## src/rtl/lcs_frame_sender.sv

```systemverilog
// Frame sender: requests FRAME_LEN bytes from the LCS answer stage and serialises them on txd.
// Optional even-parity bit per byte when LCS_PARITY_EN is defined.
module lcs_frame_sender #(
  parameter int FRAME_LEN   = 256,
  parameter int ACK_TIMEOUT = 64
) (
  input  logic       clk,
  input  logic       rst,
  input  logic       bitTick,
  input  logic       start,
  input  logic       ack,
  input  logic [7:0] dataIn,
  output logic       req,
  output logic [8:0] addrLCS,
  output logic       txd,
  output logic       busy,
  output logic       frameDone,
  output logic       errFlag
);

`ifdef LCS_PARITY_EN
  localparam int NBITS = 11;
`else
  localparam int NBITS = 10;
`endif
  localparam int             TW    = (ACK_TIMEOUT > 1) ? $clog2(ACK_TIMEOUT) : 1;
  localparam logic [TW-1:0]  TLOAD = TW'(ACK_TIMEOUT - 1);
  localparam logic [8:0]     LAST  = 9'(FRAME_LEN - 1);

  typedef enum logic [2:0] {IDLE, REQ, LATCH, SHIFT, RELEASE, NEXT} state_t;

  state_t             state_q, state_d;
  logic               ack_s1_q, ack_s2_q;
  logic [8:0]         addr_q, addr_d;
  logic [TW-1:0]      tmr_q, tmr_d;
  logic [NBITS-1:0]   frm_q, frm_d;
  logic [3:0]         bcnt_q, bcnt_d;
  logic               txd_q, txd_d;
  logic               busy_q, busy_d;
  logic               err_q, err_d;
  logic               done_q, done_d;
  logic               to_q, to_d;

  // Line image of one byte, shifted out LSB first: start, data, [parity], stop.
  function automatic logic [NBITS-1:0] frame_of(input logic [7:0] b);
`ifdef LCS_PARITY_EN
    return {1'b1, ^b, b, 1'b0};
`else
    return {1'b1, b, 1'b0};
`endif
  endfunction

  always_ff @(posedge clk) begin
    if (rst) begin
      state_q  <= IDLE;
      ack_s1_q <= 1'b0;
      ack_s2_q <= 1'b0;
      addr_q   <= '0;
      tmr_q    <= '0;
      frm_q    <= '0;
      bcnt_q   <= '0;
      txd_q    <= 1'b1;
      busy_q   <= 1'b0;
      err_q    <= 1'b0;
      done_q   <= 1'b0;
      to_q     <= 1'b0;
    end else begin
      state_q  <= state_d;
      ack_s1_q <= ack;
      ack_s2_q <= ack_s1_q;
      addr_q   <= addr_d;
      tmr_q    <= tmr_d;
      frm_q    <= frm_d;
      bcnt_q   <= bcnt_d;
      txd_q    <= txd_d;
      busy_q   <= busy_d;
      err_q    <= err_d;
      done_q   <= done_d;
      to_q     <= to_d;
    end
  end

  always_comb begin
    state_d = state_q;
    addr_d  = addr_q;
    tmr_d   = tmr_q;
    frm_d   = frm_q;
    bcnt_d  = bcnt_q;
    txd_d   = txd_q;
    busy_d  = busy_q;
    err_d   = err_q;
    done_d  = 1'b0;
    to_d    = to_q;
    case (state_q)
      IDLE: begin
        if (start) begin
          addr_d  = '0;
          busy_d  = 1'b1;
          err_d   = 1'b0;
          tmr_d   = TLOAD;
          to_d    = 1'b0;
          state_d = REQ;
        end
      end
      REQ: begin
        if (ack_s2_q) begin
          state_d = LATCH;
        end else if (tmr_q == '0) begin
          // Missing byte: send 0xFF with req already dropped, skip RELEASE.
          frm_d   = frame_of(8'hFF);
          bcnt_d  = 4'(NBITS);
          err_d   = 1'b1;
          to_d    = 1'b1;
          state_d = SHIFT;
        end else begin
          tmr_d = tmr_q - 1'b1;
        end
      end
      LATCH: begin
        frm_d   = frame_of(dataIn);
        bcnt_d  = 4'(NBITS);
        to_d    = 1'b0;
        state_d = SHIFT;
      end
      SHIFT: begin
        if (bitTick) begin
          if (bcnt_q == 4'd0) begin
            state_d = to_q ? NEXT : RELEASE;
          end else begin
            txd_d  = frm_q[0];
            frm_d  = {1'b1, frm_q[NBITS-1:1]};
            bcnt_d = bcnt_q - 4'd1;
          end
        end
      end
      RELEASE: begin
        if (!ack_s2_q) state_d = NEXT;
      end
      NEXT: begin
        if (addr_q == LAST) begin
          done_d  = 1'b1;
          busy_d  = 1'b0;
          state_d = IDLE;
        end else begin
          addr_d  = addr_q + 9'd1;
          tmr_d   = TLOAD;
          to_d    = 1'b0;
          state_d = REQ;
        end
      end
      default: state_d = IDLE;
    endcase
  end

  assign req       = (state_q == REQ) || (state_q == LATCH) || ((state_q == SHIFT) && !to_q);
  assign addrLCS   = addr_q;
  assign txd       = txd_q;
  assign busy      = busy_q;
  assign frameDone = done_q;
  assign errFlag   = err_q;

endmodule

```

## config.mk

```make
export PLATFORM = sky130hd
export DESIGN_NAME = lcs_frame_sender
export DESIGN_NICKNAME = d
export VERILOG_FILES = /design/src/rtl/lcs_frame_sender.sv
export SDC_FILE = /design/constraint.sdc
export NUM_CORES = 1
export LEC_CHECK = 0
export BUFFER_PORTS_ARGS = -buffer_cell sky130_fd_sc_hd__buf_2
export CAP_MARGIN = 10
export CORE_MARGIN = 5
export CORE_UTILIZATION = 50
export CTS_BUF_LIST = sky130_fd_sc_hd__clkbuf_16
export DETAILED_ROUTE_END_ITERATION = 6
export PLACE_DENSITY = 0.76
export SLEW_MARGIN = 40
export SYNTH_ARGS = -nofsm -noshare
export SYNTH_HDL_FRONTEND = slang
export SYNTH_SLANG_ARGS = --single-unit
```

## constraint.sdc

```tcl
create_clock -name clk -period 2.5 [get_ports clk]
set_input_delay 0.625 -clock clk [delete_from_list [all_inputs] [get_ports clk]]
set_output_delay 0.625 -clock clk [all_outputs]
set_load 0.01 [all_outputs]
```

==> results of run 1 <==
-- worst max-delay path, stage by stage, from the launching register on --
cell and delay (ns):
dfxtp_1 0.34, ha_1 0.25, nand3_1 0.09, nor2_1 0.05, ha_1 0.19, nand3b_1 0.32, o22ai_1 0.53, a21oi_1 0.12
a311oi_1 0.26
-- power by group --
part           leakage, nW  switching (W)  internal [W]
sequential           0.319       0.000114      0.000784
combinational        0.527       0.000581      0.000414
clock               0.0762       0.000226      0.000360
total                0.922       0.000921       0.00156
-- stage by stage --
| stage | setup slack [ns] | power [W] | cells | utilization [%] |
|---|---|---|---|---|
| 6_report | 0.249 | 0.00248 | 300 | 60.9 |
| 5_1_grt | 0.0200 | 0.00266 | 300 | 60.9 |
| 4_1_cts | 0.251 | 0.00249 | 300 | 60.9 |
| 2_1_floorplan | 0.556 | 0.00169 | 223 | - |
| 3_3_place_gp | 0.387 | 0.00187 | 292 | 57.2 |
| 3_5_place_dp | 0.316 | 0.00190 | 292 | 57.2 |
-- area by class of cell --
| class | count | area (um2) |
|---|---|---|
| Fill cell | 337 | 1450 |
| Tap cell | 48 | 60.1 |
| Clock buffer | 5 | 125 |
| Multi-Input combinational cell | 153 | 1040 |
| Timing Repair Buffer | 31 | 168 |
| Sequential cell | 39 | 781 |
| Clock inverter | 3 | 12.5 |
| Inverter | 21 | 78.8 |
-- layer usage --
| metal | vias up | global-route usage (%) | routed length (um) |
|---|---|---|---|
| met5 | - | 0 | 0 |
| met4 | 0 | 4.92 | 9 |
| met3 | 2 | 5.12 | 267 |
| met2 | 42 | 26.2 | 1790 |
| met1 | 774 | 19.6 | 1880 |
| li1 | 848 | - | - |
-- flip-flops by register name, summed over array words and instances (netlist names) --
register / count
ack_s1_q: 1
ack_s2_q: 1
addrLCS: 9
bcnt_q: 4
busy: 1
errFlag: 1
frameDone: 1
frm_q: 10
state_q: 3
tmr_q: 6
to_q: 1
txd: 1
-- cell families (layout without fill, tap and decap cells) --
logic type | Yosys count | after routing
DFF | 39 | 39
buffers and inverters | 31 | 60
and+or+nand+nor | 82 | 82
adders and majority gates | 6 | 6
muxes | 9 | 9
AOI/OAI and AO/OA | 50 | 50
xor gates and xnor gates | 6 | 6
-- placed cells by master (no fill, tap or decap), types with 2 or more instances in the layout --
cell type	instances
a21oi_2	2
a21oi_1	15
a31oi_1	3
nor3_1	12
xor2_1	5
buf_4	5
nand4_1	2
nand3b_1	3
nor2_1	21
nand3_1	5
mux2i_1	9
a311oi_1	3
clkbuf_16	5
o21ai_0	5
nand2b_1	4
a221oi_2	6
nor2b_1	6
a211oi_1	4
a221oi_1	3
inv_1	23
or3_1	2
dfxtp_1	39
nand2_1	14
ha_1	6
and3_1	4
buf_2	26
-- path summary, 6_finish.rpt --
| kind | from | end | cells past startpoint |
|---|---|---|---|
| worst max-delay path | addrLCS[0] | tmr_q[5] | 8 |
| worst min register to register | ack_s1_q | ack_s2_q | 1 |
| worst min-delay path | ack_s1_q | ack_s2_q | 1 |
| worst max register to register | addrLCS[0] | tmr_q[5] | 8 |
-- synth_stat cells (2+ instances only) --
master / n
xor2_1: 5
nor3_1: 12
a221oi_2: 6
a311oi_1: 3
nand2_1: 14
a211oi_1: 4
mux2i_1: 9
nand2b_1: 4
a21oi_2: 2
inv_1: 21
clkbuf_1: 6
nand3_1: 5
a21oi_1: 15
nor2_1: 21
nand3b_1: 3
buf_2: 2
nand4_1: 2
or3_1: 2
a31oi_1: 3
and3_1: 4
dfxtp_1: 39
o21ai_0: 5
a221oi_1: 3
nor2b_1: 6
ha_1: 6
==> Flow_metrics.wiki, run 1 <==
{| class="wikitable"
! Metric !! Value
|-
| Outcome || completed
|-
| Number of CTS-inserted buffers || 5
|-
| Synth Area in Adders || 3.86%
|-
| Largest net degree at the start of global routing || 26
|-
| Portion of the post-synthesis area used by sequential elements || 40.1%
|-
| GRT Overall Usage || 15.9%
|-
| FF-to-FF setup slack || 0.25 ns
|-
| CTS tree || done
|-
| Setup repair after global routing missed its margin || no
|-
| Slew Limit Headroom || 63.6%
|-
| Syn Nets || 242
|-
| PortBufs || 26
|-
| Remaining antenna violation count after routing || 0
|-
| Fraction of final layout cells with drive strength greater than 1 || 20.6%
|-
| Netlist area before placement || 1950 um2
|-
| Skew final || 0.00196 ns
|-
| Via density per instance || 5.55
|-
| Total wire length after detailed routing || 3.95 mm
|-
| Number of global-route vias before repair || 1571
|-
| Required @ worst endpoint || 2.68 ns
|-
| DP HPWL || 2.79 mm
|-
| Post-synthesis xor/xnor area fraction || 2.70%
|-
| Placed Area || 2130 um2
|-
| Tightest Pin Transition || 0.546 ns
|-
| Worst hold-check slack || 0.433 ns
|-
| Critical-path maximum fanout || 8
|-
| Clock network latency to the later pin of the worst-skew pair || 0.28 ns
|-
| Row Count || 22
|-
| Core outline area || 3720 um2
|-
| Maximum ir drop on the vdd rail || 0.481 mV
|-
| Main combinational cell family by area after synthesis || simple AND/OR/NAND/NOR gates
|-
| DR WL/cell || 13.2 um
|-
| P_leak || 0.922 nW
|-
| Leftover overflow at the end of global routing || 0
|-
| Flops & latches, synth || 39
|-
| # diodes || 0
|-
| Relative area change from synthesis to final layout || 16.3%
|-
| Post-Synthesis Mean Instance Area || 8.72 um2
|-
| Height of the die || 72.4 um
|-
| Post-synthesis mux area share || 4.63%
|-
| Worst min path class || reg2reg
|-
| # IOs || 27
|-
| Clk slew on worst S/H paths || 0.05 ns
|-
| CTS max path bufs || 2
|-
| Area enclosed by the die boundary || 5240 um2
|-
| Horizontal die dimension || 72.4 um
|-
| Post-synth top flop || dfxtp_1
|-
| Final Critical Period || 2.25 ns
|-
| Fraction of registers with async set or reset after synthesis || 0%
|-
| WS Path Type || reg2reg
|-
| CTS resizes || 0
|-
| Compound-Gate Fraction of Synth Area || 19.9%
|-
| Hold Buf Count CTS || 0
|-
| Type of element capturing the critical path || register
|-
| Final GP Congestion || 0.789
|-
| Initial DRC count || 145
|-
| Number of vias after detailed routing || 1666
|-
| Post-synthesis instance total || 223
|-
| Total number of yosys warnings || 0
|-
| Post-route cell area || 2260 um2
|-
| Arrival @ worst endpoint || 2.43 ns
|-
| Area share of the largest cell type after synthesis || 40.1%
|-
| Clock tree sinks || 39
|-
| Post-synthesis cell type count || 46
|-
| Wire length of the first global-routing pass || 6.69 mm
|-
| Clock tree root driver cell || clkbuf_16
|-
| Final period util || 90.0%
|-
| Iteration count of the initial detailed-routing pass || 4
|-
| Max Cap Viol || 0
|-
| Maximum achievable frequency || 0.444 GHz
|-
| Number of antenna violations at the first check in global routing || 0
|-
| Total Nets Final || 270
|-
| H-Tree Level Count || 2
|-
| Top cell type by total area after synthesis || dfxtp_1
|-
| Slew Viols, Final || 0
|-
| Final Hold Fails || 0
|-
| Power density cells || 1100 nW/um2
|-
| Starting density of the core || 52.4%
|-
| Endpoints failing setup || 0
|-
| Launching element type of the critical path || register
|-
| Cell types occupying the most area after synthesis || dfxtp_1 40%, mux2i_1 4.6%, a221oi_2 4.6%, inv_1 4.1%, nor2_1 4.1%
|-
| Number of DRC violations after detailed routing || 0
|-
| Post-Synth Simple-Gate Area || 22.3%
|-
| Post-synth EDFFs || 0
|-
| Post-CTS Repair Setup Buffers || 0
|-
| Final TNS setup || 0 ns
|}
Power figures use the tool's default switching activity.
==> run 2, diff against run 1 <==
--- a/config.mk
+++ b/config.mk
@@ -5,13 +5,15 @@
 export SDC_FILE = /design/constraint.sdc
 export NUM_CORES = 1
 export LEC_CHECK = 0
-export BUFFER_PORTS_ARGS = -buffer_cell sky130_fd_sc_hd__buf_2
 export CAP_MARGIN = 10
 export CORE_MARGIN = 5
 export CORE_UTILIZATION = 50
 export CTS_BUF_LIST = sky130_fd_sc_hd__clkbuf_16
 export DETAILED_ROUTE_END_ITERATION = 6
-export PLACE_DENSITY = 0.76
+export DONT_BUFFER_PORTS = 1
+export MAX_ROUTING_LAYER = met4
+export PLACE_DENSITY = 0.7
+export RECOVER_POWER = 50
 export SLEW_MARGIN = 40
 export SYNTH_ARGS = -nofsm -noshare
 export SYNTH_HDL_FRONTEND = slang
==> run 2 against run 1 <==
  * Final cell count fell by 10%
  * Global-route usage rose by 0.21 points
  * Via count fell by 7.0%
  * Power fell by 3.5%
  * Sequential cell count did not move
  * Final area fell by 7.4%
  * Highest routed layer unchanged
==> Flow_metrics.wiki, run 2 (synthesized netlist as in run 1, its figures left out) <==
{| class="wikitable"
! Metric !! Value
|-
| Area taken by multi-input logic gates || 1030 um2
|-
| Slew Viols, Final || 0
|-
| Worst min path class || in2reg
|-
| Fillers || 337
|-
| Placed Area || 1970 um2
|-
| Outcome || completed
|-
| DP HPWL || 2.70 mm
|-
| Clock network latency to the later pin of the worst-skew pair || 0.27 ns
|-
| Initial DRC count || 119
|-
| GRT Overall Usage || 16.1%
|-
| Row Count || 22
|-
| Arrival @ worst endpoint || 2.42 ns
|-
| Number of antenna violations at the first check in global routing || 0
|-
| Final TNS setup || 0 ns
|-
| CP peak stage delay || 0.62 ns
|-
| Final Critical Period || 2.24 ns
|-
| Skew final || 0.00280 ns
|-
| Relative area change from synthesis to final layout || 7.78%
|-
| DR WL/cell || 14.2 um
|-
| Commonest non-fill, non-tap cells in the layout || 39 x dfxtp_1, 22 x inv_1, 21 x nor2_1, 15 x a21oi_1, 14 x nand2_1
|-
| Iteration count of the initial detailed-routing pass || 4
|-
| Final period util || 89.6%
|-
| Critical-path maximum fanout || 15
|-
| Hold Buf Count CTS || 0
|-
| Horizontal die dimension || 72.4 um
|-
| Launching element type of the critical path || register
|-
| Clock tree sinks || 39
|-
| Clk slew on worst S/H paths || 0.05 ns
|-
| Number of flip-flops under the largest register name || 10
|-
| Via density per instance || 5.76
|-
| CTS max path bufs || 2
|-
| # diodes || 0
|-
| Maximum achievable frequency || 0.447 GHz
|-
| Max Cap Viol || 0
|-
| WS Path Type || reg2reg
|-
| Tightest Pin Transition || 0.846 ns
|-
| P_leak || 0.780 nW
|-
| Power density cells || 1140 nW/um2
|-
| Largest net degree at the start of global routing || 36
|-
| Number of vias after detailed routing || 1550
|-
| Clock tree root driver cell || clkbuf_16
|-
| Number of global-route vias before repair || 1446
|-
| Final GP Congestion || 0.819
|-
| Cell class contributing the biggest share of worst-path delay || simple AND/OR/NAND/NOR gates
|-
| Endpoints failing setup || 0
|-
| Final Hold Fails || 0
|-
| Height of the die || 72.4 um
|-
| CTS tree || done
|-
| Number of CTS-inserted buffers || 5
|-
| Most common library cell in the layout ignoring fill and taps || dfxtp_1
|-
| # IOs || 27
|-
| Starting density of the core || 52.4%
|-
| Min setup slack post-route || 0.261 ns
|-
| Total wire length after detailed routing || 3.83 mm
|-
| Slew Limit Headroom || 43.6%
|-
| Sequential cell area in the final layout || 781 um2
|-
| Type of element capturing the critical path || register
|-
| Worst hold-check slack || 0.410 ns
|-
| Setup repair after global routing missed its margin || no
|-
| Leftover overflow at the end of global routing || 0
|-
| FF-to-FF setup slack || 0.26 ns
|-
| Number of buffers and inverters on the critical path || 0
|-
| Core outline area || 3720 um2
|-
| Wire length of the first global-routing pass || 6.59 mm
|-
| Reg with most FFs || frm_q
|-
| Post-route cell area || 2100 um2
|-
| Required @ worst endpoint || 2.68 ns
|-
| Total Nets Final || 241
|-
| Area enclosed by the die boundary || 5240 um2
|-
| Maximum ir drop on the vdd rail || 0.450 mV
|-
| Remaining antenna violation count after routing || 0
|-
| H-Tree Level Count || 2
|-
| Ordered cell list for the critical path || or4b_4 > nor3b_1 > a21oi_2 > a2111oi_2
|-
| Cell with the largest stage delay on the worst path || or4b_4
|-
| Worst setup slack before clock tree synthesis || 0.262 ns
|-
| Fraction of final layout cells with drive strength greater than 1 || 9.50%
|-
| Number of DRC violations after detailed routing || 0
|-
| PortBufs || 0
|}
-- run 2: area by class of cell --
class                           count  share of cell area, %
Clock buffer                        5                   5.97
Clock inverter                      1                  0.179
Inverter                           21                   3.76
Multi-Input combinational cell    153                   49.3
Sequential cell                    39                   37.2
Tap cell                           48                   2.86
Timing Repair Buffer                2                  0.716
-- run 2: report_power, final --
| part | total, W | internal (W) | switching (W) |
|---|---|---|---|
| Combinational | 0.000894 | 0.000371 | 0.000523 |
| Clock | 0.000568 | 0.000354 | 0.000214 |
| Sequential | 0.000930 | 0.000785 | 0.000146 |
-- run 2: worst paths after layout --
check | to | cells past startpoint | startpoint
worst max-delay path | bcnt_q[3] | 4 | state_q[1]
worst min-delay path | bcnt_q[3] | 1 | rst
worst max register to register | bcnt_q[3] | 4 | state_q[1]
worst min register to register | frm_q[9] | 2 | frm_q[9]
-- run 2: layer usage --
metal  up-vias  track usage, %  part of all wire (%)
li1        788               -                     -
met1       723            19.5                    46
met2        30            26.0                    47
met3         9            4.02                   6.1
met4         0            5.53                   1.3
met5         -               -                     0
-- run 2: what timing repair did --
action	4_1_cts	5_1_grt
gates resized for setup	0	1
setup buffers	0	0
setup endpoints to repair	0	2
-- run 2: metrics by stage --
| stage | util [%] | instances | total power [W] |
|---|---|---|---|
| final | 56.4 | 269 | 0.00239 |
| after detailed placement | 53.1 | 263 | 0.00184 |
| after CTS | 56.6 | 269 | 0.00241 |
| after global placement | 53.1 | 263 | 0.00181 |
| after global routing | 56.4 | 269 | 0.00257 |
| after floorplan | - | 223 | 0.00169 |
